<file path="config.mk">
export PLATFORM = sky130hd
export DESIGN_NAME = optical_rx_deframer
export DESIGN_NICKNAME = d
export VERILOG_FILES = /design/src/rtl/optical_rx_deframer_pkg.sv /design/src/rtl/optical_rx_deframer_sync_2ff.sv /design/src/rtl/optical_rx_deframer.sv
export SDC_FILE = /design/constraint.sdc
export NUM_CORES = 1
export LEC_CHECK = 0
export CELL_PAD_IN_SITES_DETAIL_PLACEMENT = 0
export CELL_PAD_IN_SITES_GLOBAL_PLACEMENT = 1
export CORE_UTILIZATION = 37
export DETAILED_ROUTE_END_ITERATION = 8
export GPL_ROUTABILITY_DRIVEN = 0
export GPL_TIMING_DRIVEN = 0
export PLACE_DENSITY_LB_ADDON = 0.1
export SLEW_MARGIN = 25
export SYNTH_ARGS = -nofsm -noshare
export SYNTH_HDL_FRONTEND = slang
export SYNTH_HIERARCHICAL = 1
export SYNTH_SLANG_ARGS = --single-unit
export TNS_END_PERCENT = 30
</file>
<file path="constraint.sdc">
create_clock -name clock -period 1.5 [get_ports clock]
set_input_delay 0.3 -clock clock [delete_from_list [all_inputs] [get_ports clock]]
set_output_delay 0.3 -clock clock [all_outputs]
set_load 0.1 [all_outputs]
</file>
<file path="src/rtl/optical_rx_deframer_pkg.sv">
// Shared definitions for the optical receive deframer: state encoding,
// default framing parameters and the bit-vote helper.
package optical_rx_deframer_pkg;

    localparam int   OVERSAMPLE_DEF = 8;     // sample ticks per line bit
    localparam logic IDLE_LEVEL_DEF = 1'b0;  // line level with the LED off
    localparam int   FRAME_BITS     = 8;     // data bits per frame

    typedef enum logic [1:0] {
        ST_IDLE,
        ST_START,
        ST_DATA,
        ST_STOP
    } rx_state_e;

    // Majority of three mid-bit samples; rejects a single-sample glitch.
    function automatic logic maj3(input logic [2:0] v);
        return (v[0] & v[1]) | (v[0] & v[2]) | (v[1] & v[2]);
    endfunction

endpackage

</file>
<file path="src/rtl/optical_rx_deframer_sync_2ff.sv">
// Two-flop synchroniser bringing the asynchronous photodiode level into the
// system clock domain. Reset value is the idle line level so a reset does
// not look like a start bit.
module sync_2ff #(
    parameter logic RST_VAL = 1'b0
) (
    input  logic clk_i,
    input  logic rst_ni,
    input  logic d_i,
    output logic q_o
);

    logic meta_q;
    logic sync_q;

    // Shift the input through two flops; reset is synchronous.
    always_ff @(posedge clk_i) begin
        // NOTE: non-blocking assignments here make both flops sample their
        // old values on the same edge, giving a real two-stage pipeline.
        if (!rst_ni) begin
            meta_q <= RST_VAL;
            sync_q <= RST_VAL;
        end else begin
            meta_q <= d_i;
            sync_q <= meta_q;
        end
    end

    assign q_o = sync_q;

endmodule

</file>
<file path="src/rtl/optical_rx_deframer.sv">
// Oversampling UART-style deframer for an optical link: finds the start bit,
// majority-votes each data bit at mid-bit, checks the stop bit and hands the
// byte to a valid/ready consumer through a single holding register.
module optical_rx_deframer
    import optical_rx_deframer_pkg::*;
#(
    parameter int   OVERSAMPLE = OVERSAMPLE_DEF,
    parameter logic IDLE_LEVEL = IDLE_LEVEL_DEF
) (
    input  logic       clock,
    input  logic       reset_n,
    input  logic       sample_clk,
    input  logic       rx_in,
    output logic [7:0] out_data,
    output logic       out_valid,
    input  logic       out_ready,
    output logic       frame_err,
    output logic       overrun
);

    localparam int CNT_W = $clog2(OVERSAMPLE);
    localparam logic [CNT_W-1:0] CNT_LAST   = CNT_W'(OVERSAMPLE - 1);
    localparam logic [CNT_W-1:0] CNT_MID    = CNT_W'(OVERSAMPLE / 2);
    localparam logic [CNT_W-1:0] CNT_MID_M1 = CNT_W'(OVERSAMPLE / 2 - 1);
    localparam logic [CNT_W-1:0] CNT_MID_P1 = CNT_W'(OVERSAMPLE / 2 + 1);
    localparam logic [2:0]       BIDX_LAST  = 3'(FRAME_BITS - 1);

    rx_state_e             state_q, state_d;
    logic [CNT_W-1:0]      cnt_q, cnt_d;
    logic [2:0]            bidx_q, bidx_d;
    logic [FRAME_BITS-1:0] shreg_q, shreg_d;
    logic [2:0]            vote_q, vote_d;
    logic [7:0]            out_data_q, out_data_d;
    logic                  out_valid_q, out_valid_d;
    logic                  frame_err_q, frame_err_d;
    logic                  overrun_q, overrun_d;
    logic                  sample_clk_q;

    logic                  rx_s;
    logic                  tick;
    logic                  good_frame;
    logic [2:0]            vote_now;

    sync_2ff #(
        .RST_VAL (IDLE_LEVEL)
    ) u_sync (
        .clk_i  (clock),
        .rst_ni (reset_n),
        .d_i    (rx_in),
        .q_o    (rx_s)
    );

    assign tick = sample_clk && !sample_clk_q;

    // Next-state logic for the deframer FSM and the output holding register.
    always_comb begin
        // NOTE: every variable gets a default before any branch, so no path
        // leaves one unassigned and no latch is inferred.
        state_d     = state_q;
        cnt_d       = cnt_q;
        bidx_d      = bidx_q;
        shreg_d     = shreg_q;
        vote_d      = vote_q;
        out_data_d  = out_data_q;
        out_valid_d = out_valid_q;
        frame_err_d = 1'b0;
        overrun_d   = 1'b0;
        good_frame  = 1'b0;

        // With small OVERSAMPLE the last vote sample lands on the shift tick,
        // so take it straight from the line in that case.
        vote_now = vote_q;
        if (cnt_q == CNT_MID_P1) vote_now[2] = rx_s;

        if (out_valid_q && out_ready) out_valid_d = 1'b0;

        if (tick) begin
            unique case (state_q)
                ST_IDLE: begin
                    if (rx_s != IDLE_LEVEL) begin
                        state_d = ST_START;
                        cnt_d   = '0;
                    end
                end
                ST_START: begin
                    if (cnt_q == CNT_MID_M1 && rx_s == IDLE_LEVEL) begin
                        state_d = ST_IDLE;
                        cnt_d   = '0;
                    end else if (cnt_q == CNT_LAST) begin
                        state_d = ST_DATA;
                        cnt_d   = '0;
                        bidx_d  = '0;
                    end else begin
                        cnt_d = cnt_q + CNT_W'(1);
                    end
                end
                ST_DATA: begin
                    if (cnt_q == CNT_MID_M1) vote_d[0] = rx_s;
                    if (cnt_q == CNT_MID)    vote_d[1] = rx_s;
                    if (cnt_q == CNT_MID_P1) vote_d[2] = rx_s;
                    if (cnt_q == CNT_LAST) begin
                        shreg_d = {maj3(vote_now), shreg_q[FRAME_BITS-1:1]};
                        bidx_d  = bidx_q + 3'd1;
                        cnt_d   = '0;
                        if (bidx_q == BIDX_LAST) state_d = ST_STOP;
                    end else begin
                        cnt_d = cnt_q + CNT_W'(1);
                    end
                end
                ST_STOP: begin
                    // Decide at mid stop bit and resync early to IDLE.
                    if (cnt_q == CNT_MID) begin
                        state_d = ST_IDLE;
                        cnt_d   = '0;
                        if (rx_s == IDLE_LEVEL) good_frame  = 1'b1;
                        else                    frame_err_d = 1'b1;
                    end else begin
                        cnt_d = cnt_q + CNT_W'(1);
                    end
                end
                default: state_d = ST_IDLE;
            endcase
        end

        // A new byte takes the holding register only if it is free or
        // being drained this cycle; otherwise it is dropped.
        if (good_frame) begin
            if (!out_valid_q || out_ready) begin
                out_data_d  = shreg_q;
                out_valid_d = 1'b1;
            end else begin
                overrun_d = 1'b1;
            end
        end
    end

    // State and datapath registers with synchronous active-low reset.
    always_ff @(posedge clock) begin
        if (!reset_n) begin
            // NOTE: the shift and holding registers are plain flops, not a
            // memory array, so they are reset with the control state and a
            // partial byte can never leak out after reset.
            state_q      <= ST_IDLE;
            cnt_q        <= '0;
            bidx_q       <= '0;
            shreg_q      <= '0;
            vote_q       <= '0;
            out_data_q   <= '0;
            out_valid_q  <= 1'b0;
            frame_err_q  <= 1'b0;
            overrun_q    <= 1'b0;
            sample_clk_q <= 1'b0;
        end else begin
            state_q      <= state_d;
            cnt_q        <= cnt_d;
            bidx_q       <= bidx_d;
            shreg_q      <= shreg_d;
            vote_q       <= vote_d;
            out_data_q   <= out_data_d;
            out_valid_q  <= out_valid_d;
            frame_err_q  <= frame_err_d;
            overrun_q    <= overrun_d;
            sample_clk_q <= sample_clk;
        end
    end

    assign out_data  = out_data_q;
    assign out_valid = out_valid_q;
    assign frame_err = frame_err_q;
    assign overrun   = overrun_q;

endmodule

</file>
# ---- After elaboration in Yosys (flattened, before gate mapping)
# Index checks and enable logic that the tools add are counted.
dict set report op_classes {
  eq_ne 15
  n_bitwise 6
  addsub 2
  n_mux 26
  n_reduce_logical 18
}
# cell n
set op_table {}
lappend op_table {{$mux W3} 7}
lappend op_table {{$eq A3 B3 Y1 const B} 4}
lappend op_table {{$mux W2} 6}
lappend op_table {{$pmux W3 S4} 1}
lappend op_table {{$mux W1} 10}
lappend op_table {{$ne A2 B2 Y1 const B} 5}
lappend op_table {{$reduce_and A3 Y1} 3}
lappend op_table {{$pmux W2 S4} 1}
lappend op_table {{$reduce_and A2 Y1} 4}
lappend op_table {{$add A3 B1 Y3 const B} 2}
lappend op_table {{$pmux W3 S2} 1}
lappend op_table {{$reduce_and A6 Y1} 1}
lappend op_table {{$reduce_and A5 Y1} 1}
lappend op_table {{$eq A2 B2 Y1 const B} 2}
lappend op_table {{$reduce_and A4 Y1} 1}
lappend op_table {{$and A1 B1 Y1} 3}
lappend op_table {{$eq A3 B2 Y1 const B} 1}
lappend op_table {{$logic_and A1 B1 Y1} 3}
lappend op_table {{$ne A3 B3 Y1 const B} 1}
lappend op_table {{$eq A2 B1 Y1 const B} 1}
lappend op_table {{$logic_not A1 Y1} 2}
lappend op_table {{$logic_not A2 Y1} 1}
lappend op_table {{$ne A2 B1 Y1 const B} 1}
lappend op_table {{$or A1 B1 Y1} 2}
lappend op_table {{other kinds (3)} 3}
dict set report word_totals {
  regBits 33
  elab_cells 81
}

# ---- Longest topological paths before layout
# Gate-level depths: netlist (run 1).
dict set report logic_depth {
  word_depth 5
  depth_mapped 7
}

# ---- Hierarchy
# The synthesis (run 1) kept the hierarchy.
# module seq_area_each_um2 area_each_um2 cells_per_inst n_inst
set modules_own_cells {}
lappend modules_own_cells {optical_rx_deframer 620.6 1390.1 168 1}
lappend modules_own_cells {sync_2ff 40.0 52.6 4 1}

# ---- Least setup slack after synthesis (run 1)
# No wires, ideal clock.
dict set report synth_path {
  kind {reg2reg}
  start {register out_valid_q (netlist: out_valid)}
  end {register out_data_q[6] (netlist: out_data[6])}
  t_arrival_ps 1660
  setup_ps 121
  n_path_buf 1
  period_less_slack_ps 1781
  stages_incl_launch_ff 6
  path_slack_ps -281
  cell_sequence {dfxtp_1 > nor2b_1 > nor4_4 > buf_4 > nand3_1 > o21ai_0}
}
dict set report synth_between {
  elab_chain_cells 3
}
# item line_no
set synth_rtl {}
lappend synth_rtl {{start, declared} optical_rx_deframer.sv:34} ;# logic out_valid_q, out_valid_d;
lappend synth_rtl {{start signal, assigned} optical_rx_deframer.sv:160} ;# out_valid_q <= out_valid_d;
lappend synth_rtl {{$logic_not A1 Y1} optical_rx_deframer.sv:128} ;# if (!out_valid_q || out_ready) begin
lappend synth_rtl {{$logic_or A1 B1 Y1} optical_rx_deframer.sv:128}
lappend synth_rtl {{$reduce_and A2 Y1 (no line)} -}
lappend synth_rtl {{end signal, assigned} optical_rx_deframer.sv:159} ;# out_data_q <= out_data_d;
lappend synth_rtl {{end, declared} optical_rx_deframer.sv:33} ;# logic [7:0] out_data_q, out_data_d;
# Every way passes these cells.
# A chain may end at the register's enable or synchronous reset.

==> reports/results.tsv, run 1 <==
metric	value	unit
Hold Vio Cnt, Final	0	
routed len/inst	13.2	microns
dpl cells	235	
clk sinks	33	
DRC	0	
CTS H-tree lvls	2	
metal1 wirelength	1570	microns
Net Count, Synth	184	
initial antenna violation count	0	
WP data required	1.67	ns
Unique masters post-synth	32	
I/O pin count	16	
Clock Tree Buf Depth	2	
Port Buf Inserts	15	
failing checks	negative setup slack	
Final Max Slew Viols	0	
Worst setup SP type	flip-flop	
Layout Nets	214	
unrepaired setup endpoints after global routing	true	
Vias	1253	
Total GRT Usage	17.4	%
Final Worst Setup Slack	-0.0407	ns
CTS tree	done	
Worst Tran Pin Value	0.546	ns
drt pass-1 iters	4	
register area	672	sq um
wirelength, routed	3290	microns
Row Count	22	
antenna-violating nets left	0	
Cell Area, Synth	0.00144	sq mm
Fillers	363	
Tmin final	1.54	ns
area occupied by multi-input gates	853	sq um
async set-reset flop share out of synthesis	0	%
first-pass GRT wire length	5440	microns
Die Span X	64.4	microns
outcome	finished, violations left	
Crit Path Max Fanout	5	
Leakage	0.673	nW
Yosys reg bits	33	
ys flop type	dfxtp_1	
Slew HR	63.8	%
crit path kind	reg2reg	
total gr overflow	0	
core area	0.00369	sq mm
Reg clk slew, reported paths	0.06	ns
Finished Layout Cells	249	
Die Footprint	0.00415	sq mm
routed length on met2	1510	microns
largest net degree at the start of global routing	11	
layout cell share with drive strength beyond 1	29.9	%
setup TNS	-0.0449	ns
Final Util	53.1	%
Hold Path Class	reg2reg	
type of destination of the critical path	flip-flop	
dpl hpwl	2310	microns
Die H	64.4	microns
Max Clk Rate	0.649	GHz
Syn. warnings	6	
hold_buf cts	0	
Max-cap violations	0	
Post-DP Area	0.00165	sq mm
Via density	5.03	
total CTS buffers	5	
cells after synthesis	172	
Syn-to-layout area delta	35.8	%
Worst Clk Skew	0.00495	ns
Syn Area/Cell	8.39	sq um
Detailed Route Iter0 Violations	51	
overall power	0.00158	W
Seq/Total Area, Yosys	45.8	%
Final setup viols	3	
number of global-route vias before repair	1192	
initial core utilization	39.1	%
Power Density	807	mW/mm^2
fin crit share	103	%
Arrival @ worst endpoint	1.71	ns
n_diodes	0	
EDFF count, synth	0	
highest routed layer	met4	
CTS root buf	clkbuf_8	
maximum VDD drop	603	uV
worst skew pair latency	0.29	ns
design area	0.00196	sq mm
routed wl met3	165	microns
[cells by family after synthesis]
logic type | count (synthesis) | synth area share [%]
buf+inv | 14 | 4.16
fa+ha+maj | 7 | 6.07
mux | 4 | 2.86
compound gates | 36 | 14.5
flops | 33 | 45.8
simple gates | 78 | 26.6
[what timing repair did]
| item | CTS | global route |
|---|---|---|
| gates resized for setup | 63 | 19 |
| setup endpoints to repair | 40 | 35 |
| buffers inserted | 0 | 8 |
| pin swaps | 6 | 10 |
[final cells by class]
type	instances	area share [%]
clock inverters	1	0.255
multi-input cells	125	43.6
flip-flops and latches	33	34.3
plain buffers	8	2.68
well taps	48	3.07
clock buffers	5	3.51
inverters	6	1.34
repair buffers	23	11.3
[worst paths after layout]
path | start | depth (start not counted) | endpoint | slack (ns)
worst max-delay path | cnt_q[0] | 6 | flip-flop | -0.04
worst min-delay path | u_sync/meta_q | 1 | u_sync/q_o | 0.43
worst max register to register | cnt_q[0] | 6 | flip-flop | -0.04
worst min register to register | u_sync/meta_q | 1 | u_sync/q_o | 0.43
[metrics by stage]
stage / hold slack, ns / setup slack [ns]
final: 0.434 / -0.0407
after global routing: 0.462 / -0.113
after CTS: 0.440 / -0.0320
after detailed placement: 0.423 / -0.581
after global placement: 0.419 / -0.609
after floorplan: 0.412 / -0.0840
[flip-flops by register name, summed over array words and instances (netlist names), 3 cells and up, named ones only]
signal,count
out_data,8
shreg_q,8
bidx_q,3
cnt_q,3
vote_q,3
[report_power, final]
part | internal [W] | leakage, nW | total (W) | switching [W]
Sequential | 0.000878 | 0.270 | 0.000881 | 0.00000272
Clock | 0.000305 | 0.0399 | 0.000610 | 0.000306
Combinational | 0.0000330 | 0.363 | 0.0000893 | 0.0000563
Total | 0.00122 | 0.673 | 0.00158 | 0.000365
[critical path: stages (launching register included)]
cell and delay [ns]:
dfxtp_4 0.39, ha_4 0.16, ha_4 0.13, nor2b_4 0.18, o21ai_4 0.10, a2111oi_4 0.36
o2bb2ai_1 0.09
[cell usage in the layout, fill, tap and decap left out, drive strengths merged, types with 2 or more instances in the layout]
cell type      count
a211oi             2
a21oi             13
and2               3
buf               11
clkbuf            10
clkdlybuf4s15     10
clkdlybuf4s50      3
clkinv             2
dfxtp             33
ha                 7
inv                5
mux2i              3
nand2             37
nand2b             3
nand3             14
nor2               9
nor2b              3
nor3               5
o21ai             15
o31ai              2
[per-layer routing]
metal / vias up / track usage [%]
li1: 650 / -
met1: 559 / 22.4
met2: 39 / 27.9
met3: 5 / 5.28
met4: 0 / 5.00
met5: - / 0
[cell usage after synthesis (2+ instances only)]
cell type	count	area, sq um
and2_1	3	18.8
nor2_1	9	33.8
nand3_1	14	70.1
clkbuf_1	4	15.0
nor3_1	4	20.0
buf_2	3	15.0
ha_1	7	87.6
o31ai_1	2	15.0
nand2_1	37	139
o21ai_0	14	70.1
mux2i_1	3	30.0
a21oi_1	13	65.1
nor2b_1	3	18.8
dfxtp_1	33	661
inv_1	5	18.8
nand2b_1	2	12.5
No activity file was read; power rests on OpenSTA's default activity.
==> inputs of run 2 (changes only) <==
Settings changed: SLEW_MARGIN 25 to 20.
==> results of run 2 <==
The final DEF is identical to that of run 1; final timing and power are the same.
